**src/rtl/tick_gen_multi_if.sv**
```systemverilog
// Control/status bundle for the multi-channel tick generator.
// The master drives enables, modes, pulses and divisor writes; the slave returns ticks.
interface tick_gen_multi_if #(
    parameter int NUM_CH = 4,
    parameter int CNT_W  = 32,
    parameter int CH_W   = 2
);
    logic [NUM_CH-1:0] en;
    logic [NUM_CH-1:0] oneshot;
    logic [NUM_CH-1:0] start;
    logic              sync;
    logic              cfg_we;
    logic [CH_W-1:0]   cfg_ch;
    logic [CNT_W-1:0]  cfg_div;
    logic [NUM_CH-1:0] tick;
    logic [NUM_CH-1:0] active;

    modport master (
        output en, oneshot, start, sync, cfg_we, cfg_ch, cfg_div,
        input  tick, active
    );

    modport slave (
        input  en, oneshot, start, sync, cfg_we, cfg_ch, cfg_div,
        output tick, active
    );
endinterface

```
**src/rtl/tick_gen_multi.sv**
```systemverilog
// Multi-channel programmable tick generator: periodic or one-shot ticks every DIV clocks,
// run-time divisor writes and a global sync that restarts all enabled channels.
module tick_gen_multi #(
    parameter int CLK_FREQ     = 100_000_000,
    parameter int DEFAULT_FREQ = 1,
    parameter int NUM_CH       = 4,
    parameter int CNT_W        = 32,
    parameter int CH_W         = 2
) (
    input  logic             clk,
    input  logic             rst_n,
    tick_gen_multi_if.slave  bus
);
    localparam logic [CNT_W-1:0] DEFAULT_DIV = CNT_W'(CLK_FREQ / DEFAULT_FREQ);

    generate
        for (genvar gi = 0; gi < NUM_CH; gi++) begin : g_ch
            logic [CNT_W-1:0] cnt_reg, cnt_next;
            logic [CNT_W-1:0] div_reg, div_next;
            logic             armed_reg, armed_next;
            logic             tick_reg, tick_next;
            logic             active_reg, active_next;
            logic [CNT_W-1:0] eff;
            logic             tc;
            logic             wr_hit;

            // A zero divisor behaves as one; >= keeps TC safe if cnt ever exceeds eff-1.
            assign eff    = (div_reg == '0) ? CNT_W'(1) : div_reg;
            assign tc     = (cnt_reg >= eff - CNT_W'(1));
            assign wr_hit = bus.cfg_we && (bus.cfg_ch == CH_W'(gi));

            always_comb begin
                cnt_next    = cnt_reg;
                div_next    = div_reg;
                armed_next  = armed_reg;
                tick_next   = 1'b0;
                if (!bus.en[gi]) begin
                    cnt_next   = '0;
                    armed_next = 1'b0;
                end else if (wr_hit) begin
                    div_next = bus.cfg_div;
                    cnt_next = '0;
                end else if (bus.sync) begin
                    cnt_next = '0;
                end else if (bus.oneshot[gi] && bus.start[gi]) begin
                    armed_next = 1'b1;
                    cnt_next   = '0;
                end else if (!bus.oneshot[gi] || armed_reg) begin
                    if (tc) begin
                        cnt_next  = '0;
                        tick_next = 1'b1;
                        if (bus.oneshot[gi]) begin
                            armed_next = 1'b0;
                        end
                    end else begin
                        cnt_next = cnt_reg + CNT_W'(1);
                    end
                end
                active_next = bus.en[gi] && (!bus.oneshot[gi] || armed_next);
            end

            always_ff @(posedge clk or negedge rst_n) begin
                if (!rst_n) begin
                    cnt_reg    <= '0;
                    div_reg    <= DEFAULT_DIV;
                    armed_reg  <= 1'b0;
                    tick_reg   <= 1'b0;
                    active_reg <= 1'b0;
                end else begin
                    cnt_reg    <= cnt_next;
                    div_reg    <= div_next;
                    armed_reg  <= armed_next;
                    tick_reg   <= tick_next;
                    active_reg <= active_next;
                end
            end

            assign bus.tick[gi]   = tick_reg;
            assign bus.active[gi] = active_reg;
        end
    endgenerate
endmodule

```
**src/flat_wrapper.sv**
```systemverilog
// flat-port wrapper written by rule: the top's interface ports become plain ports
module tick_gen_multi_flat 
#(
    parameter int CLK_FREQ     = 100_000_000,
    parameter int DEFAULT_FREQ = 1,
    parameter int NUM_CH       = 4,
    parameter int CNT_W        = 32,
    parameter int CH_W         = 2
)
  (clk, rst_n, bus_en, bus_oneshot, bus_start, bus_sync, bus_cfg_we, bus_cfg_ch, bus_cfg_div, bus_tick, bus_active);
  tick_gen_multi_if #(.NUM_CH(NUM_CH), .CNT_W(CNT_W), .CH_W(CH_W)) bus_i ();
  input  logic clk;
  input  logic rst_n;
  input wire logic [$bits(bus_i.en)-1:0] bus_en;
  input wire logic [$bits(bus_i.oneshot)-1:0] bus_oneshot;
  input wire logic [$bits(bus_i.start)-1:0] bus_start;
  input wire logic [$bits(bus_i.sync)-1:0] bus_sync;
  input wire logic [$bits(bus_i.cfg_we)-1:0] bus_cfg_we;
  input wire logic [$bits(bus_i.cfg_ch)-1:0] bus_cfg_ch;
  input wire logic [$bits(bus_i.cfg_div)-1:0] bus_cfg_div;
  output wire logic [$bits(bus_i.tick)-1:0] bus_tick;
  output wire logic [$bits(bus_i.active)-1:0] bus_active;
  assign bus_i.en = bus_en;
  assign bus_i.oneshot = bus_oneshot;
  assign bus_i.start = bus_start;
  assign bus_i.sync = bus_sync;
  assign bus_i.cfg_we = bus_cfg_we;
  assign bus_i.cfg_ch = bus_cfg_ch;
  assign bus_i.cfg_div = bus_cfg_div;
  assign bus_tick = bus_i.tick;
  assign bus_active = bus_i.active;
  tick_gen_multi #(.CLK_FREQ(CLK_FREQ), .DEFAULT_FREQ(DEFAULT_FREQ), .NUM_CH(NUM_CH), .CNT_W(CNT_W), .CH_W(CH_W)) u_core (.clk(clk), .rst_n(rst_n), .bus(bus_i));
endmodule
```
**config.mk**
```make
export PLATFORM = sky130hd
export DESIGN_NAME = tick_gen_multi_flat
export DESIGN_NICKNAME = d
export VERILOG_FILES = /design/src/rtl/tick_gen_multi_if.sv /design/src/rtl/tick_gen_multi.sv /design/src/flat_wrapper.sv
export SDC_FILE = /design/constraint.sdc
export NUM_CORES = 1
export LEC_CHECK = 0
export BUFFER_PORTS_ARGS = -buffer_cell sky130_fd_sc_hd__buf_4
export CORE_MARGIN = 8
export CORE_UTILIZATION = 30
export CTS_BUF_LIST = sky130_fd_sc_hd__clkbuf_4 sky130_fd_sc_hd__clkbuf_8 sky130_fd_sc_hd__clkbuf_16
export DETAILED_ROUTE_END_ITERATION = 7
export GPL_TIMING_DRIVEN = 1
export PLACE_DENSITY = 0.52
export SLEW_MARGIN = 40
export SYNTH_ARGS = -nofsm -noshare
export SYNTH_HDL_FRONTEND = slang
export SYNTH_SLANG_ARGS = --single-unit
```
**constraint.sdc**
```tcl
create_clock -name clk -period 10.4 [get_ports clk]
set_input_delay 0.52 -clock clk [delete_from_list [all_inputs] [get_ports clk]]
set_output_delay 0.52 -clock clk [all_outputs]
set_load 0.1 [all_outputs]
```
Yosys cells after proc, flatten, opt, wreduce, memory -nomap -nowiden
Index checks and enable logic that the tools add are counted.
{"block": "totals", "out_inout_bits": 8, "reg_bits": 268, "memories": 0, "rom_bits": 0, "ramBits": 0, "latch_bits": 0, "in_bits": 50}
{"block": "classes", "n_div": 0, "order_cmp": 4, "n_mul": 0, "n_eq_ne": 7, "muxes": 80, "n_addsub": 8, "bitwise": 0, "n_reduce_logical": 33, "shifts": 0}
{"cell": "$mux 32", "n": 28}
{"cell": "$add 32x1->32 const B", "n": 4}
{"cell": "$ge 32x32->1", "n": 4}
{"cell": "$logic_not 32->1", "n": 4}
{"cell": "$sub 32x1->32 const B", "n": 4}
{"cell": "$mux 1", "n": 52}
{"cell": "$ne 5x1->1 const B", "n": 4}
{"cell": "$logic_and 1x1->1", "n": 12}
{"cell": "$logic_or 1x1->1", "n": 8}
{"cell": "$reduce_and 2->1", "n": 4}
{"cell": "$eq 2x2->1 const B", "n": 2}
{"cell": "$logic_not 1->1", "n": 4}
{"cell": "$eq 2x1->1 const B", "n": 1}
{"cell": "$logic_not 2->1", "n": 1}

Longest topological paths before layout
{"block": "depth", "word_depth": 12, "mapped_depth": 23}

Worst setup path before layout
Ideal clock, no wire load.
{"block": "synth_timing", "path_type": "register to register", "from": "register u_core.g_ch[0].div_reg[12]", "to": "register u_core.g_ch[0].cnt_reg[20]", "path_slack_ns": 5.217, "required_ns": 10.331, "synth_period_minus_slack_ns": 5.183, "arrival_ns": 5.114, "stages_incl_launch_ff": 24, "n_path_buf": 2, "path_cell_list": "dfrtp_1 or3_4 or3_4 or4_4 or4_4 nand2b_1 nor2_1 nor2_1 ha_1 nand2_1 or3_1 clkbuf_1 nor3_1 xnor2_1 ha_1 nand4_1 nor2_1 a21oi_1 o211ai_1 o31a_1 or3_1 clkbuf_1 or3_1 nand3_1"}
{"block": "synth_between", "elab_chain_cells": 10}
{"element": "from (decl)", "line_no": "tick_gen_multi.sv:19", "rtl": "logic [CNT_W-1:0] div_reg, div_next;"}
{"element": "from (signal assigned)", "line_no": "tick_gen_multi.sv:71", "rtl": "div_reg <= div_next;"}
{"element": "$logic_not 32->1", "line_no": "tick_gen_multi.sv:28", "rtl": "assign eff = (div_reg == '0) ? CNT_W'(1) : div_reg;"}
{"element": "$mux 32 *", "line_no": "tick_gen_multi.sv:28"}
{"element": "$sub 32x1->32 *", "line_no": "tick_gen_multi.sv:29", "rtl": "assign tc = (cnt_reg >= eff - CNT_W'(1));"}
{"element": "$ge 32x32->1 *", "line_no": "tick_gen_multi.sv:29"}
{"element": "$mux 32 *", "line_no": "tick_gen_multi.sv:49", "rtl": "if (tc) begin"}
{"element": "$mux 32 *", "line_no": "tick_gen_multi.sv:48", "rtl": "end else if (!bus.oneshot[gi] || armed_reg) begin"}
{"element": "$mux 32 *", "line_no": "tick_gen_multi.sv:45", "rtl": "end else if (bus.oneshot[gi] && bus.start[gi]) begin"}
{"element": "$mux 32 *", "line_no": "tick_gen_multi.sv:43", "rtl": "end else if (bus.sync) begin"}
{"element": "$mux 32 *", "line_no": "tick_gen_multi.sv:40", "rtl": "end else if (wr_hit) begin"}
{"element": "$mux 32 *", "line_no": "tick_gen_multi.sv:37", "rtl": "if (!bus.en[gi]) begin"}
{"element": "to (signal assigned)", "line_no": "tick_gen_multi.sv:70", "rtl": "cnt_reg <= cnt_next;"}
{"element": "to (decl)", "line_no": "tick_gen_multi.sv:18", "rtl": "logic [CNT_W-1:0] cnt_reg, cnt_next;"}
Mark *: on every way between the ends. The rest lies on a longest branch, timed or not. The select of a mux whose other input is x is not followed.
A chain may end at the register's enable or synchronous reset.

Worst setup path in the final report
{"block": "layout_timing", "from": "register u_core.g_ch[3].div_reg[20]", "to": "register u_core.g_ch[3].cnt_reg[26]"}
{"block": "layout_between", "elab_chain_cells": 10}
{"element": "from (decl)", "line_no": "tick_gen_multi.sv:19"}
{"element": "from (signal assigned)", "line_no": "tick_gen_multi.sv:71"}
{"element": "$logic_not 32->1", "line_no": "tick_gen_multi.sv:28"}
{"element": "$mux 32 *", "line_no": "tick_gen_multi.sv:28"}
{"element": "$sub 32x1->32 *", "line_no": "tick_gen_multi.sv:29"}
{"element": "$ge 32x32->1 *", "line_no": "tick_gen_multi.sv:29"}
{"element": "$mux 32 *", "line_no": "tick_gen_multi.sv:49"}
{"element": "$mux 32 *", "line_no": "tick_gen_multi.sv:48"}
{"element": "$mux 32 *", "line_no": "tick_gen_multi.sv:45"}
{"element": "$mux 32 *", "line_no": "tick_gen_multi.sv:43"}
{"element": "$mux 32 *", "line_no": "tick_gen_multi.sv:40"}
{"element": "$mux 32 *", "line_no": "tick_gen_multi.sv:37"}
{"element": "to (signal assigned)", "line_no": "tick_gen_multi.sv:70"}
{"element": "to (decl)", "line_no": "tick_gen_multi.sv:18"}
Marks and branches as above.

==> results.ini <==
[synth]
synth_top_area_share_pct = 31.8
synth_nets = 2011
yosys_register_bits = 268
syn_area_per_cell_um2 = 9.48
syn_inst = 1825
synth_cell_types = 68
yosys_warnings = 0
synth_edf_count = 0
seq_area_frac_synth_pct = 39.1
ys.flop_type = dfrtp_1
synth.area.top_cells = dfrtp_1 (32%), ha_1 (9.8%), mux2_2 (8.3%)
synth_common_cells = dfrtp_1 (220), nand2_1 (182), ha_1 (136), mux2_2 (127), nor2_1 (123)
async_flop_share_pct = 100
synth_most_common_cell = dfrtp_1
syn_area_um2 = 17300
yosysTopAreaCell = dfrtp_1

[cts]
cts_sinks = 268
ctsRootBufferMaster = clkbuf_16
cts_setup_buffers = 0
cts_hold_buf = 1
post_cts_resized = 0
cts_tree = built
numCtsBuffers = 31
insertion_delay_ns = 0.59
h-tree-depth = 1
clock_path_buffers = 3
path_clk_slew_ns = 0.06

[timing]
tns_ns = 0
fin_crit_sh_pct = 57.9
finalMaxSlewViolations = 0
skew_ns = 0.0122
slew_headroom_pct = 46.0
max_freq_ghz = 0.166
fin_crit_ns = 6.02
hold_violations = 0
rsz0062_at_grt = no
setup_violations = 0
tightest_slew_ns = 0.810

[critical_path]
cpMaxStageDelayCell = and2_1
cp.required_ns = 10.86
crit_type = flip-flop to flip-flop
cp_max_fo = 22
critical_path_arrival_ns = 6.47
path_cells = or4_1, or3_1, nor4_2, a21oi_1, ha_1, nand2_1, or4_1, nor2b_1, nand2_1, nor3_1, nand2_1, xor2_1, ha_1, a2111oi_0, o21ai_0, a221oi_1, and2_1, nand2_1, o311ai_0
slowest_delay_ns = 0.73
cp-start-kind = flip-flop
cp-end-kind = flip-flop
path_common_cell = nand2_1

[flow_run]
maxCapViolations = 0

[worst_hold_path]
hold_path.class = primary input to flip-flop

[run_status]
status = completed

[layout]
syn2layout_area_growth_pct = 14.3
regArea_um2 = 6770
final_cell_area_um2 = 19800
final_nets = 2055
nFillCells = 5716
final_util_pct = 34.5
antenna_cells = 0
layout-drive-gt1-share_pct = 17.9
multi_input_area_um2 = 10200

[floorplan]
rows = 88
core_um2 = 57400
die_y_um = 256
start_util_pct = 30.2
die_w_um = 256
dieArea_um2 = 65600
ios = 58

[detailed_routing]
remaining_drc_errors = 0
antenna_left = 0
drt-wirelength-per-cell_um = 17.2
drt-initial-drc-count = 835
vias = 13900
wl_um = 45800
via_per_inst = 5.23
first_pass_iters = 5

[global_routing]
grt_usage_pct = 13.6
grt_pass1_vias = 13500
overflow = 0
grt_start_max_net_pins = 73
grt_antenna_before_repair = 0
grt_pass1_wl_um = 74200

[place]
port_buffers = 57
dpl-instance-area_um2 = 18600
finalWeightedCongestion = 0.816
dpl.hpwl_um = 33500

[power_and_ir_drop]
p_per_area_nw_per_um2 = 157
p_leak_nw = 8.09
ir_drop_mv = 0.125

placed cells by master, fill, tap and decap left out, types with 14 or more instances in the layout:
master / Yosys / layout
xor2_1: 40 / 40
ha_1: 136 / 136
o21ai_0: 103 / 103
nor4_1: 35 / 34
and3_1: 31 / 31
nor2_1: 123 / 120
or3_1: 36 / 36
dfrtp_1: 220 / 220
and4_1: 14 / 14
dfstp_2: 48 / 48
nand3_1: 89 / 89
buf_4: 8 / 69
nand2_1: 182 / 182
inv_1: 41 / 41
clkbuf_16: 0 / 31
nor2b_1: 14 / 14
a21o_1: 29 / 28
a21oi_1: 82 / 81
nor3_1: 66 / 64
a31oi_1: 42 / 42
nand4_1: 45 / 45
mux2_2: 127 / 127
xnor2_1: 74 / 74
or4_1: 19 / 18
power by group:
part / switching [mW] / leakage (nW) / internal, mW
Sequential: 0.144 / 3.41 / 1.19
Clock: 0.471 / 0.555 / 0.748
Combinational: 0.287 / 4.13 / 0.273
metal layers:
layer / vias up / part of all wire [%] / GRT usage, % / routed length, µm
met1: 6737 / 47 / 18.1 / 21300
met5: - / 0 / 0 / 0
met4: 0 / 3.2 / 4.85 / 1490
met2: 252 / 46 / 22.4 / 21300
li1: 6858 / - / - / -
met3: 68 / 3.8 / 1.80 / 1730
stage by stage:
stage / std cells / total power, mW / hold WS [ns] / worst slack, ns
after CTS: 2659 / 3.15 / 0.106 / 4.40
after floorplan: 1825 / 1.72 / 0.224 / 5.22
final: 2659 / 3.11 / 0.146 / 4.38
after global placement: 2600 / 1.89 / 0.503 / 4.58
after detailed placement: 2600 / 1.91 / 0.512 / 4.46
after global routing: 2659 / 3.29 / 0.130 / 3.77
worst paths after layout:
path | start | endpoint | slack [ns] | depth (start not counted)
setup / recovery | u_core.g_ch[3].div_reg[20] | u_core.g_ch[3].cnt_reg[26] | 4.38 | 19
hold reg to reg | u_core.g_ch[1].cnt_reg[30] | u_core.g_ch[1].cnt_reg[30] | 0.52 | 1
max in group asynchronous | rst_n | u_core.g_ch[2].div_reg[2] | 8.22 | 4
setup reg to reg | u_core.g_ch[3].div_reg[20] | u_core.g_ch[3].cnt_reg[26] | 4.38 | 19
min in group asynchronous | rst_n | u_core.g_ch[3].cnt_reg[30] | 0.48 | 2
hold / removal | bus_oneshot[0] | u_core.g_ch[0].active_reg | 0.15 | 2
cell type report:
cell class              instances  area share [%]
multi-input cells            1453            51.5
inverters                      41           0.778
flip-flops and latches        268            34.2
clock buffers                  37            4.21
well taps                     765            4.84
clock inverters                21            1.56
repair buffers                 74            2.92
cell families (layout without fill, tap and decap cells):
group / Yosys count / count (layout) / share of synthesized area [%]
adder cells (fa/ha/maj): 136 / 136 / 9.84
AO/OA/AOI/OAI: 352 / 352 / 12.9
multiplexers: 139 / 139 / 8.96
flip-flops: 268 / 268 / 39.1
XOR/XNOR: 114 / 114 / 5.77
AND/OR/NAND/NOR: 712 / 712 / 21.0
buffers and inverters: 104 / 173 / 2.43
worst max-delay path: cells and delay by family, from the launching register on:
family	cells	cell delay, ns
XOR/XNOR	1	0.16
AO/OA/AOI/OAI	5	1.68
AND/OR/NAND/NOR	11	3.03
adder cells (fa/ha/maj)	2	0.44
flip-flops	1	0.57
No activity file was read; power rests on OpenSTA's default activity.
